File: config.mk
export PLATFORM = sky130hd
export DESIGN_NAME = reg_bank_seq_flat
export DESIGN_NICKNAME = d
export VERILOG_FILES = /design/src/rtl/reg_bank_seq_if.sv /design/src/rtl/reg_bank_seq.sv /design/src/flat_wrapper.sv
export SDC_FILE = /design/constraint.sdc
export NUM_CORES = 1
export LEC_CHECK = 0
export ABC_CLOCK_PERIOD_IN_PS = 9070
export CAP_MARGIN = 25
export CORE_AREA = 2 2 222 268
export CTS_CLUSTER_DIAMETER = 120
export DETAILED_ROUTE_END_ITERATION = 6
export DIE_AREA = 0 0 224 270
export PLACE_DENSITY = 0.79
export SLEW_MARGIN = 30
export SYNTH_ARGS = -nofsm -noshare
export SYNTH_HDL_FRONTEND = slang
export SYNTH_SLANG_ARGS = --single-unit
File: constraint.sdc
create_clock -name clk -period 9.07 [get_ports clk]
set_input_delay 0.907 -clock clk [delete_from_list [all_inputs] [get_ports clk]]
set_output_delay 0.907 -clock clk [all_outputs]
set_load 0.005 [all_outputs]
File: src/rtl/reg_bank_seq_if.sv
// Bus bundle between the decoder/control unit and the register bank.
// Carries the three read ports, the write port, the PC/link strobes and the
// load/store-multiple sequencer handshake.
//   slave  : the register bank side (reg_bank_seq)
//   master : the control unit side
interface reg_bank_seq_if #(
  parameter int DATA_W   = 32,
  parameter int NUM_REGS = 16,
  parameter int ADDR_W   = 4
);
  logic [ADDR_W-1:0]   ra_addr;
  logic [ADDR_W-1:0]   rb_addr;
  logic [ADDR_W-1:0]   rc_addr;
  logic [DATA_W-1:0]   ra_data;
  logic [DATA_W-1:0]   rb_data;
  logic [DATA_W-1:0]   rc_data;
  logic                wr_en;
  logic [ADDR_W-1:0]   wr_addr;
  logic [DATA_W-1:0]   wr_data;
  logic                pc_inc;
  logic                link;
  logic [DATA_W-1:0]   pc_out;
  logic                lsm_start;
  logic [NUM_REGS-1:0] lsm_list;
  logic                lsm_desc;
  logic                lsm_valid;
  logic [ADDR_W-1:0]   lsm_reg;
  logic                lsm_ack;
  logic [ADDR_W:0]     lsm_count;
  logic                lsm_busy;
  logic                lsm_done;

  modport slave (
    input  ra_addr, rb_addr, rc_addr, wr_en, wr_addr, wr_data, pc_inc, link,
           lsm_start, lsm_list, lsm_desc, lsm_ack,
    output ra_data, rb_data, rc_data, pc_out,
           lsm_valid, lsm_reg, lsm_count, lsm_busy, lsm_done
  );

  modport master (
    output ra_addr, rb_addr, rc_addr, wr_en, wr_addr, wr_data, pc_inc, link,
           lsm_start, lsm_list, lsm_desc, lsm_ack,
    input  ra_data, rb_data, rc_data, pc_out,
           lsm_valid, lsm_reg, lsm_count, lsm_busy, lsm_done
  );
endinterface

File: src/rtl/reg_bank_seq.sv
// Register bank: NUM_REGS x DATA_W register file with three combinational
// read ports (write-through forwarding from the write port), one write port,
// a PC incrementer with link write, and a load/store-multiple sequencer that
// hands out one register index per acknowledged beat.
// Ports:
//   clk : rising-edge clock
//   rst : synchronous active-high reset (also aborts a running sequence)
//   bus : reg_bank_seq_if.slave -- read/write ports, pc_inc/link, pc_out,
//         and the lsm_* sequencer handshake
module reg_bank_seq #(
  parameter int DATA_W   = 32,
  parameter int NUM_REGS = 16,
  parameter int ADDR_W   = 4,
  parameter int PC_IDX   = 15,
  parameter int LR_IDX   = 14,
  parameter int PC_INC   = 4
) (
  input  logic          clk,
  input  logic          rst,
  reg_bank_seq_if.slave bus
);

  typedef enum logic [1:0] {S_IDLE, S_RUN, S_DONE} state_t;

  logic [DATA_W-1:0]   r_regs [NUM_REGS];
  logic [DATA_W-1:0]   w_pc_plus;

  state_t              r_state, w_state_next;
  logic [NUM_REGS-1:0] r_list, w_list_next;
  logic                r_desc, w_desc_next;
  logic [ADDR_W:0]     r_count, w_count_next;
  logic [ADDR_W:0]     w_pop;
  logic [ADDR_W-1:0]   w_sel;
  logic [NUM_REGS-1:0] w_rest;

  logic [ADDR_W-1:0]   w_raddr [3];
  logic [DATA_W-1:0]   w_rdata [3];

  // ---------------- register file ----------------
  assign w_pc_plus = r_regs[PC_IDX] + DATA_W'(PC_INC);

  // Later non-blocking assignments win, so an explicit write overrides the
  // PC increment / link update to the same register.
  always_ff @(posedge clk) begin
    if (rst) begin
      for (int i = 0; i < NUM_REGS; i++) r_regs[i] <= '0;
    end else begin
      if (bus.link)   r_regs[LR_IDX]      <= w_pc_plus;
      if (bus.pc_inc) r_regs[PC_IDX]      <= w_pc_plus;
      if (bus.wr_en)  r_regs[bus.wr_addr] <= bus.wr_data;
    end
  end

  assign w_raddr[0] = bus.ra_addr;
  assign w_raddr[1] = bus.rb_addr;
  assign w_raddr[2] = bus.rc_addr;

  // Forwarding covers only the explicit write port; pc_inc/link results
  // appear the cycle after.
  genvar gi;
  generate
    for (gi = 0; gi < 3; gi++) begin : g_rd
      assign w_rdata[gi] = (bus.wr_en && (bus.wr_addr == w_raddr[gi]))
                           ? bus.wr_data : r_regs[w_raddr[gi]];
    end
  endgenerate

  assign bus.ra_data = w_rdata[0];
  assign bus.rb_data = w_rdata[1];
  assign bus.rc_data = w_rdata[2];
  assign bus.pc_out  = r_regs[PC_IDX];

  // ---------------- LSM sequencer ----------------
  always_comb begin
    w_pop = '0;
    for (int i = 0; i < NUM_REGS; i++) w_pop = w_pop + (ADDR_W+1)'(bus.lsm_list[i]);
  end

  // Priority pick from the remaining list; the last match in the scan wins,
  // so scan from the end opposite to the wanted one.
  always_comb begin
    w_sel = '0;
    for (int i = 0; i < NUM_REGS; i++) begin
      if (r_desc) begin
        if (r_list[i]) w_sel = ADDR_W'(i);
      end else begin
        if (r_list[NUM_REGS-1-i]) w_sel = ADDR_W'(NUM_REGS-1-i);
      end
    end
  end

  assign w_rest = r_list & ~(NUM_REGS'(1) << w_sel);

  always_ff @(posedge clk) begin
    if (rst) begin
      r_state <= S_IDLE;
      r_list  <= '0;
      r_desc  <= 1'b0;
      r_count <= '0;
    end else begin
      r_state <= w_state_next;
      r_list  <= w_list_next;
      r_desc  <= w_desc_next;
      r_count <= w_count_next;
    end
  end

  always_comb begin
    w_state_next = r_state;
    w_list_next  = r_list;
    w_desc_next  = r_desc;
    w_count_next = r_count;
    case (r_state)
      S_IDLE: begin
        if (bus.lsm_start) begin
          w_list_next  = bus.lsm_list;
          w_desc_next  = bus.lsm_desc;
          w_count_next = w_pop;
          w_state_next = (bus.lsm_list != '0) ? S_RUN : S_DONE;
        end
      end
      S_RUN: begin
        if (bus.lsm_ack) begin
          w_list_next = w_rest;
          if (w_rest == '0) w_state_next = S_DONE;
        end
      end
      S_DONE:  w_state_next = S_IDLE;
      default: w_state_next = S_IDLE;
    endcase
  end

  assign bus.lsm_valid = (r_state == S_RUN);
  assign bus.lsm_busy  = (r_state != S_IDLE);
  assign bus.lsm_done  = (r_state == S_DONE);
  assign bus.lsm_reg   = w_sel;
  assign bus.lsm_count = r_count;

endmodule

File: src/flat_wrapper.sv
// flat-port wrapper written by rule: the top's interface ports become plain ports
module reg_bank_seq_flat 
#(
  parameter int DATA_W   = 32,
  parameter int NUM_REGS = 16,
  parameter int ADDR_W   = 4,
  parameter int PC_IDX   = 15,
  parameter int LR_IDX   = 14,
  parameter int PC_INC   = 4
)
  (clk, rst, bus_ra_addr, bus_rb_addr, bus_rc_addr, bus_wr_en, bus_wr_addr, bus_wr_data, bus_pc_inc, bus_link, bus_lsm_start, bus_lsm_list, bus_lsm_desc, bus_lsm_ack, bus_ra_data, bus_rb_data, bus_rc_data, bus_pc_out, bus_lsm_valid, bus_lsm_reg, bus_lsm_count, bus_lsm_busy, bus_lsm_done);
  reg_bank_seq_if #(.DATA_W(DATA_W), .NUM_REGS(NUM_REGS), .ADDR_W(ADDR_W)) bus_i ();
  input  logic clk;
  input  logic rst;
  input wire logic [$bits(bus_i.ra_addr)-1:0] bus_ra_addr;
  input wire logic [$bits(bus_i.rb_addr)-1:0] bus_rb_addr;
  input wire logic [$bits(bus_i.rc_addr)-1:0] bus_rc_addr;
  input wire logic [$bits(bus_i.wr_en)-1:0] bus_wr_en;
  input wire logic [$bits(bus_i.wr_addr)-1:0] bus_wr_addr;
  input wire logic [$bits(bus_i.wr_data)-1:0] bus_wr_data;
  input wire logic [$bits(bus_i.pc_inc)-1:0] bus_pc_inc;
  input wire logic [$bits(bus_i.link)-1:0] bus_link;
  input wire logic [$bits(bus_i.lsm_start)-1:0] bus_lsm_start;
  input wire logic [$bits(bus_i.lsm_list)-1:0] bus_lsm_list;
  input wire logic [$bits(bus_i.lsm_desc)-1:0] bus_lsm_desc;
  input wire logic [$bits(bus_i.lsm_ack)-1:0] bus_lsm_ack;
  output wire logic [$bits(bus_i.ra_data)-1:0] bus_ra_data;
  output wire logic [$bits(bus_i.rb_data)-1:0] bus_rb_data;
  output wire logic [$bits(bus_i.rc_data)-1:0] bus_rc_data;
  output wire logic [$bits(bus_i.pc_out)-1:0] bus_pc_out;
  output wire logic [$bits(bus_i.lsm_valid)-1:0] bus_lsm_valid;
  output wire logic [$bits(bus_i.lsm_reg)-1:0] bus_lsm_reg;
  output wire logic [$bits(bus_i.lsm_count)-1:0] bus_lsm_count;
  output wire logic [$bits(bus_i.lsm_busy)-1:0] bus_lsm_busy;
  output wire logic [$bits(bus_i.lsm_done)-1:0] bus_lsm_done;
  assign bus_i.ra_addr = bus_ra_addr;
  assign bus_i.rb_addr = bus_rb_addr;
  assign bus_i.rc_addr = bus_rc_addr;
  assign bus_i.wr_en = bus_wr_en;
  assign bus_i.wr_addr = bus_wr_addr;
  assign bus_i.wr_data = bus_wr_data;
  assign bus_i.pc_inc = bus_pc_inc;
  assign bus_i.link = bus_link;
  assign bus_i.lsm_start = bus_lsm_start;
  assign bus_i.lsm_list = bus_lsm_list;
  assign bus_i.lsm_desc = bus_lsm_desc;
  assign bus_i.lsm_ack = bus_lsm_ack;
  assign bus_ra_data = bus_i.ra_data;
  assign bus_rb_data = bus_i.rb_data;
  assign bus_rc_data = bus_i.rc_data;
  assign bus_pc_out = bus_i.pc_out;
  assign bus_lsm_valid = bus_i.lsm_valid;
  assign bus_lsm_reg = bus_i.lsm_reg;
  assign bus_lsm_count = bus_i.lsm_count;
  assign bus_lsm_busy = bus_i.lsm_busy;
  assign bus_lsm_done = bus_i.lsm_done;
  reg_bank_seq #(.DATA_W(DATA_W), .NUM_REGS(NUM_REGS), .ADDR_W(ADDR_W), .PC_IDX(PC_IDX), .LR_IDX(LR_IDX), .PC_INC(PC_INC)) u_core (.clk(clk), .rst(rst), .bus(bus_i));
endmodule
Word-level counts from Yosys, hierarchy flattened
Memories as Yosys holds them, arrays and structs flattened.
Index checks and enable logic that the tools add are counted.

cells by class
  reduce and logical (&&, ||, !) cells = 12
  multiplexer cells = 74
  equal/unequal tests = 10
  shifts and indexed selects = 1
  bitwise operators = 10
  multiply operators = 0
  divide/modulo/power cells = 0
  add/subtract/negate cells = 16
  $lt $le $gt $ge = 0

operator list
  kind                                               number
  2-to-1 mux 32 bit                                  6
  2-to-1 mux 4 bit                                   48
  adder 5 x 1 -> 5 bit                               14
  adder 32 x 3 -> 32 bit (second input constant)     1
  2-to-1 mux 16 bit                                  2
  case mux 16 bit (2 select lines)                   1
  OR reduction 32 bit                                1
  bitwise AND 16 bit                                 1
  logical NOT 16 bit                                 1
  NOT 16 bit                                         1
  nonzero test 16 bit                                1
  << shifter 1 x 4 -> 16 bit (first input constant)  1
  == test 4 bit                                      3
  2-to-1 mux 1 bit                                   12
  == test 4 bit (first input constant)               2
  2-to-1 mux 2 bit                                   4
  AND reduction 3 bit                                2
  bitwise AND 1 bit                                  4
  != test 2 bit (second input constant)              2
  case mux 2 bit (2 select lines)                    1
  nonzero test 2 bit                                 2
  logical AND 1 bit                                  3
  adder 1 x 1 -> 2 bit                               1
  == test 2 x 1 -> 1 bit (second input constant)     1
  6 further kinds                                    8

storage, ports and cells
  output and inout port bits = 140
  bits of input ports = 72
  memory bits (writable) = 512
  memories = 1
  bits in latches = 0
  register bits = 24
  word-level logic and storage cells = 128
  memory bits (read-only) = 0

memories
  memory         words  bits a word  rd ports  clocked after memory_dff  write ports  line                source
  u_core.r_regs  16     32           4         0                         16           reg_bank_seq.sv:25  logic [DATA_W-1:0] r_regs [NUM_REGS];

Logic depth before layout (Yosys ltp)
Gate-level depths: netlist (run 1).

  depth in word-level cells = 39
  mapped depth = 16
  depth with buffers taken out = 16

Worst setup path after synthesis (run 1)
OpenSTA, ideal clock, no wires.

  kind = input-to-reg
  from = input port bus_lsm_list[0]
  to = register u_core.r_count[4] (netlist: u_core.bus.lsm_count[4])
  setup time = 128 ps
  cell stages on the path = 13
  arrival = 4349 ps
  slack = 4594 ps
  path buffers = 0
  data required time = 8942 ps
  cells stage by stage = inv_1 > ha_1 > inv_1 > fa_1 > fa_1 > fa_1 > fa_1 > inv_1 > fa_1 > fa_1 > a21o_1 > a31oi_1 > nor2_1

between the ends
  word-level cells in the longest chain between the ends = 15

ends and longest elaborated chain
  item                                 line                 source
  start, declared                      flat_wrapper.sv:24   input wire logic [$bits(bus_i.lsm_list)-1:0] bus_lsm_list;
  adder 1 x 1 -> 2 bit                 reg_bank_seq.sv:76   for (int i = 0; i < NUM_REGS; i++) w_pop = w_pop + (ADDR_W+1)'(bus.lsm_list[i]);
  adder 5 x 1 -> 5 bit (14 in series)  reg_bank_seq.sv:76
  end signal, assigned                 reg_bank_seq.sv:104  r_count <= w_count_next;
  end, declared                        reg_bank_seq.sv:31   logic [ADDR_W:0] r_count, w_count_next;

No other way between the ends.
A chain may end at the register's enable or synchronous reset.

Worst setup path in the final report (run 1)
  from = input port bus_rc_addr[0]
  to = output port bus_rc_data[4]

between the ends
  word-level cells in the longest chain between the ends = 3
  elaborated cells on any way between the ends = 4
  classes of those cells = eq/ne (1); mux (1); reduce/logical (1); memory (1)

ends and longest elaborated chain
  item                                                                               line                source
  start, declared                                                                    flat_wrapper.sv:17  input wire logic [$bits(bus_i.rc_addr)-1:0] bus_rc_addr;
  parallel branches: the longest is 2 deep, another holds memory read (16 x 32 bit)  n/a
  2-to-1 mux 32 bit (*)                                                              reg_bank_seq.sv:64  ? bus.wr_data : r_regs[w_raddr[gi]];
  end, declared                                                                      flat_wrapper.sv:29  output wire logic [$bits(bus_i.rc_data)-1:0] bus_rc_data;

Mark *: on every way between the ends.

==> results of run 1 <==
-- final timing paths --
kind / start / to / slack (ns) / cells after the start
worst max-delay path: bus_rc_addr[0] / bus_rc_data[4] / 3.76 / 7
worst min-delay path: u_core.bus.lsm_count[2] / u_core.bus.lsm_count[2] / 0.50 / 2
worst max register to register: u_core.r_desc / u_core.r_state[0] / 5.61 / 9
worst min register to register: u_core.bus.lsm_count[2] / u_core.bus.lsm_count[2] / 0.50 / 2
-- cell families (layout without fill, tap and decap cells) --
family,count (synthesis),count (layout),share of synthesized area
compound gates,141,141,0.0255
xor+xnor,42,42,0.0107
fa+ha+maj,18,18,0.00872
buf+inv,261,398,0.0291
flops,536,536,0.460
mux,581,581,0.347
other cells,0,1,0
simple gates,716,716,0.119
-- layout by cell type, fill, tap and decap left out, types with 6 or more instances in the layout --
cell type        instances
a21oi_1                 18
a22oi_1                  8
a31oi_1                  6
and2_1                 454
buf_2                    6
buf_4                   49
buf_6                    6
bufinv_16                6
clkbuf_1                14
clkbuf_16               54
clkdlybuf4s50_1        199
clkinv_1                11
clkinv_2                11
dfxtp_1                 24
edfxtp_1               512
fa_1                    10
ha_1                     8
inv_1                   31
mux2_2                  96
mux4_2                 480
nand2_1                 93
nand3_1                 16
nand4_1                 10
nor2_1                  52
nor2_4                  10
nor2b_1                 13
nor3_1                   8
o21ai_0                 71
or2_2                   15
xnor2_1                 15
xor2_1                  27
-- layout make-up --
type                       instances  area share
multi-input combinational       1498       0.455
sequential                       536       0.407
tap                              742      0.0239
clock buffer                      69      0.0364
antenna                            1   0.0000643
clock inverter                    32     0.00823
timing repair buffer             265      0.0656
inverter                          32     0.00309
-- worst min-delay path, stage by stage (launching register included) --
cell	delay, ns
dfxtp_1	0.31
nor2_1	0.10
a211oi_1	0.05
-- flip-flops by register name, indices dropped and copies added (netlist names) --
name                  count
u_core.bus.lsm_count      5
u_core.r_desc             1
u_core.r_state            2
u_core.r_regs           512
u_core.r_list            16
-- metrics by stage --
stage | instance area [um^2] | worst slack (ns) | power (W) | utilization
6_report | 38900 | 3.76 | 0.00683 | 0.672
5_1_grt | 38900 | 3.58 | 0.00701 | 0.672
4_1_cts | 38900 | 3.75 | 0.00681 | 0.672
3_5_place_dp | 37200 | 3.75 | 0.00458 | 0.642
3_3_place_gp | 37100 | 3.82 | 0.00453 | 0.641
2_1_floorplan | 34400 | 4.59 | 0.00398 | -
-- metal layers --
metal | part of all wire | global-route usage
met5 | 0.000064 | 0
met4 | 0.054 | 0.179
met3 | 0.14 | 0.0958
met2 | 0.47 | 0.574
met1 | 0.34 | 0.478
-- power by group through the flow --
stage	combinational (W)	clock [W]	sequential [W]
floorplan	0.000975	0	0.00301
global placement	0.00147	0	0.00305
detailed placement	0.00151	0	0.00308
CTS	0.00152	0.00227	0.00303
global route	0.00161	0.00235	0.00305
finish	0.00153	0.00226	0.00304
==> impl_metrics.py, run 1 <==
metrics = {
    "run_status": {
        "status": "finished, final reports clean",
    },
    "clock_tree": {
        "cts_tree": "done",
        "clkTransAtPathRegs_ns": 0.06,
        "clock_tree.root_cell": "clkbuf_16",
        "cts_hold_buf": 0,
        "htree_levels": 2,
        "cts_setup_buffers": 0,
        "cts_buffer_depth": 3,
        "cts_inserted_buffers": 54,
        "cts-resized-gates": 0,
        "clock_sinks": 536,
        "clock_latency_ns": 0.63,
    },
    "place": {
        "hpwl_um": 61800,
        "portBuffers": 211,
        "place_inst": 3073,
        "gp_congestion": 0.878,
    },
    "final_layout": {
        "multi_input_area_um2": 17700,
        "syn2layout_area_growth_pct": 13.0,
        "nFillCells": 3872,
        "final_net_count": 2477,
        "layout.area.seq_um2": 15900,
        "drive_above_1_share": 0.315,
        "finalNonFillerCells": 3175,
    },
    "synthesis": {
        "synth.area.top_cells": "edfxtp_1 45%, mux4_2 31%, and2_1 8.2%",
        "synthCells": 2295,
        "synthArstFlopShare": 0,
        "syn-num-nets": 2385,
        "synth_edf_count": 512,
        "ys_seq_area_frac": 0.460,
        "synth_common_cells": "512 x edfxtp_1, 480 x mux4_2, 454 x and2_1",
        "synth_top_area_frac": 0.446,
        "synth_area_per_cell_um2": 15.0,
        "ys_ff_latch": 536,
        "syn-cell-area_um2": 34400,
        "synth_most_common_cell": "edfxtp_1",
        "synthDistinctLibCells": 65,
        "synth_top_area_cell": "edfxtp_1",
        "yosysWarnings": 0,
        "synth_ff_type": "edfxtp_1",
    },
    "floorplan": {
        "die_w_um": 224,
        "fp-row-count": 97,
        "ios": 212,
        "die_h_um": 270,
        "core_area_um2": 57900,
        "dieArea_um2": 60500,
        "initial_core_util": 0.595,
    },
    "drt": {
        "drc": 0,
        "drtAntennaViolNets": 0,
        "routed_wl_um": 109000,
        "vias": 23900,
        "drt_iter0_drc": 3597,
        "viasPerCell": 7.52,
        "wl_per_cell_um": 34.4,
        "dr.pass1.iters": 6,
    },
    "pwr": {
        "switchingPower_w": 0.00187,
        "clockPowerShare": 0.331,
        "power.density_nw_per_um2": 176,
        "p_comb_frac": 0.224,
        "pwr-share-seq": 0.445,
        "p_sw_frac": 0.274,
        "p_int_w": 0.00496,
        "cellLeakagePower_nw": 13.1,
        "irDropWorstVdd_mv": 0.150,
    },
    "sta": {
        "setup_tns_ns": 0,
        "fmax_mhz": 188,
        "setup_viol_count_final": 0,
        "hold_viol": 0,
        "holdWs_ns": 0.504,
        "maxSlewViolCount": 0,
        "period_needed_ns": 5.31,
        "worst_clock_skew_ns": 0.0212,
        "slew_headroom": 0.347,
        "worst_pin_slew_ns": 0.979,
        "grt_setup_unrepaired": "no",
        "period_share": 0.585,
    },
    "setup_path": {
        "max_stage_delay_ns": 0.71,
        "critPathRequiredTime_ns": 8.16,
        "slowest_stage": "buf_4",
        "critPathLaunchType": "primary input",
        "worst-path-max-fanout": 57,
        "crit_chain": "clkbuf_8 > buf_4 > xor2_1 > nor4_2 > buf_4 > mux2_2 > clkdlybuf4s50_1",
        "arrival_ns": 4.40,
        "crit_type": "primary input to output pin",
        "crit_path_end_kind": "output pin",
        "critPathBufInv": 4,
        "path_delay_family": "buffers and inverters",
        "timing.critical_path.mode_cell": "buf_4",
    },
    "flow_run": {
        "drv_cap": 0,
    },
    "global_routing": {
        "grt_pass1_vias": 25000,
        "antenna_found_initial": 3,
        "track_usage": 0.366,
        "grt_pass1_wl_um": 160000,
        "grt_start_max_net_pins": 77,
        "grt-ovfl-total": 0,
    },
    "worst_hold_path": {
        "hp-class": "register to register",
    },
}
No activity file was read; power rests on OpenSTA's default activity.
==> run 2, diff against run 1 <==
Settings changed: ABC_CLOCK_PERIOD_IN_PS 9070 to 5100.
Clock period 9.07 ns to 5.1 ns, I/O delays scaled along.
==> impl_metrics.py, run 2 (synthesized netlist as in run 1, its figures left out) <==
metrics = {
    "run_status": {
        "status": "finished, final reports clean",
    },
    "sta": {
        "worst_slack_ns": 0.839,
        "grt_setup_unrepaired": "no",
        "period_share": 0.836,
        "setup_tns_ns": 0,
        "worst_pin_slew_ns": 1.08,
        "period_needed_ns": 4.26,
        "fmax_mhz": 235,
        "hold_viol": 0,
        "maxSlewViolCount": 0,
        "slew_headroom": 0.283,
        "worst_clock_skew_ns": 0.0196,
        "setup_viol_count_final": 0,
    },
    "floorplan": {
        "dieArea_um2": 60500,
        "die_h_um": 270,
        "initial_core_util": 0.595,
        "ios": 212,
        "die_w_um": 224,
        "core_area_um2": 57900,
        "fp-row-count": 97,
    },
    "setup_path": {
        "crit_chain": "clkdlybuf4s50_1 > inv_1 > ha_1 > inv_1 > fa_1 > fa_1 > fa_1 > fa_1 > inv_1 > fa_1 > fa_1 > a21o_1 > a31oi_1 > nor2_1",
        "worst-path-max-fanout": 3,
        "max_stage_delay_ns": 0.51,
        "timing.critical_path.mode_cell": "fa_1",
        "crit_type": "primary input to register",
        "critPathLaunchType": "primary input",
        "critPathRequiredTime_ns": 5.58,
        "crit_path_end_kind": "register",
        "arrival_ns": 4.74,
        "rrSetupSlack_ns": 1.45,
        "path_delay_family": "adder cells",
        "slowest_stage": "clkdlybuf4s50_1",
        "critPathBufInv": 4,
    },
    "clock_tree": {
        "cts_setup_buffers": 0,
        "cts-resized-gates": 0,
        "cts_tree": "done",
        "cts_inserted_buffers": 54,
        "clock_tree.root_cell": "clkbuf_16",
        "cts_buffer_depth": 3,
        "clock_latency_ns": 0.62,
        "clock_sinks": 536,
        "htree_levels": 2,
        "cts_hold_buf": 0,
        "clkTransAtPathRegs_ns": 0.06,
    },
    "drt": {
        "drc": 0,
        "routed_wl_um": 110000,
        "drt_iter0_drc": 3715,
        "dr.pass1.iters": 5,
        "wl_per_cell_um": 34.6,
        "viasPerCell": 7.54,
        "vias": 24000,
        "drtAntennaViolNets": 0,
    },
    "place": {
        "portBuffers": 211,
        "pre_cts_slack_ns": 0.237,
        "gp_congestion": 0.927,
        "hpwl_um": 64300,
    },
    "pwr": {
        "power.density_nw_per_um2": 309,
        "p_comb_frac": 0.227,
        "cellLeakagePower_nw": 13.1,
        "p_int_w": 0.00876,
        "clockPowerShare": 0.326,
        "irDropWorstVdd_mv": 0.310,
        "pwr-share-seq": 0.447,
        "p_sw_frac": 0.275,
        "switchingPower_w": 0.00332,
    },
    "final_layout": {
        "most-common-layout-cells": "512 x edfxtp_1, 480 x mux4_2, 454 x and2_1",
        "syn2layout_area_growth_pct": 13.5,
        "top_register": "u_core.r_regs",
        "drive_above_1_share": 0.318,
        "final_net_count": 2490,
        "final_common_cell": "edfxtp_1",
        "largest_reg_flops": 512,
    },
    "global_routing": {
        "grt-ovfl-total": 0,
        "grt_start_max_net_pins": 60,
        "grt_pass1_vias": 24500,
        "antenna_found_initial": 3,
        "track_usage": 0.372,
        "grt_pass1_wl_um": 162000,
    },
    "flow_run": {
        "drv_cap": 0,
    },
    "worst_hold_path": {
        "hp-class": "register to register",
    },
}
## run 2: cell count changes in the layout (fill, tap and decap cells not counted), sizes merged, moves of 2 or more
cell,previous run,this run
buf,63,76
bufinv,6,4
clkinv,23,21
clkinvlp,1,3
## run 2: metrics by stage
stage          std cells  hold WS, ns  utilization  area (um^2)  power [W]
2_1_floorplan       2295        0.485            -        34400    0.00708
3_3_place_gp        3086        0.482        0.646        37400    0.00808
3_5_place_dp        3086        0.511        0.646        37400    0.00817
4_1_cts             3183        0.509        0.675        39100     0.0120
5_1_grt             3184        0.543        0.675        39100     0.0124
6_report            3185        0.524        0.675        39100     0.0121
## run 2: path summary, 6_finish.rpt
check                                        startpoint                      end  depth (start not counted)
worst min register to register  u_core.bus.lsm_count[0]  u_core.bus.lsm_count[0]                          2
worst min-delay path            u_core.bus.lsm_count[0]  u_core.bus.lsm_count[0]                          2
worst max register to register     u_core.r_regs[15][2]    u_core.r_regs[15][28]                          8
worst max-delay path                    bus_lsm_list[0]  u_core.bus.lsm_count[4]                         14
## run 2: final cells by class
cell class | instances | area, um^2
antenna | 2 | 5.00
clock buffer | 68 | 1450
clock inverter | 29 | 250
fill | 3811 | 18800
inverter | 32 | 120
multi-input combinational | 1498 | 17700
sequential | 536 | 15900
tap | 742 | 928
timing repair buffer | 278 | 2760
## run 2: routing by layer
layer | vias to the layer above | part of all wire | track usage
met4 | 0 | 0.051 | 0.172
met5 | - | 0 | 0
met3 | 436 | 0.14 | 0.113
li1 | 9295 | - | -
met2 | 2155 | 0.47 | 0.573
met1 | 12100 | 0.33 | 0.491
## run 2: tightest hold or removal path, delay by kind of cell (launching register included)
family	cells	cell delay, ns
mux	1	0.07
flops	1	0.34
simple gates	1	0.08
## run 2: power by group through the flow
stage | clock, W | combinational [W] | sequential, W
after floorplan | 0 | 0.00173 | 0.00535
after global placement | 0 | 0.00266 | 0.00542
after detailed placement | 0 | 0.00270 | 0.00547
after CTS | 0.00394 | 0.00272 | 0.00538
after global routing | 0.00410 | 0.00289 | 0.00542
final | 0.00394 | 0.00274 | 0.00540
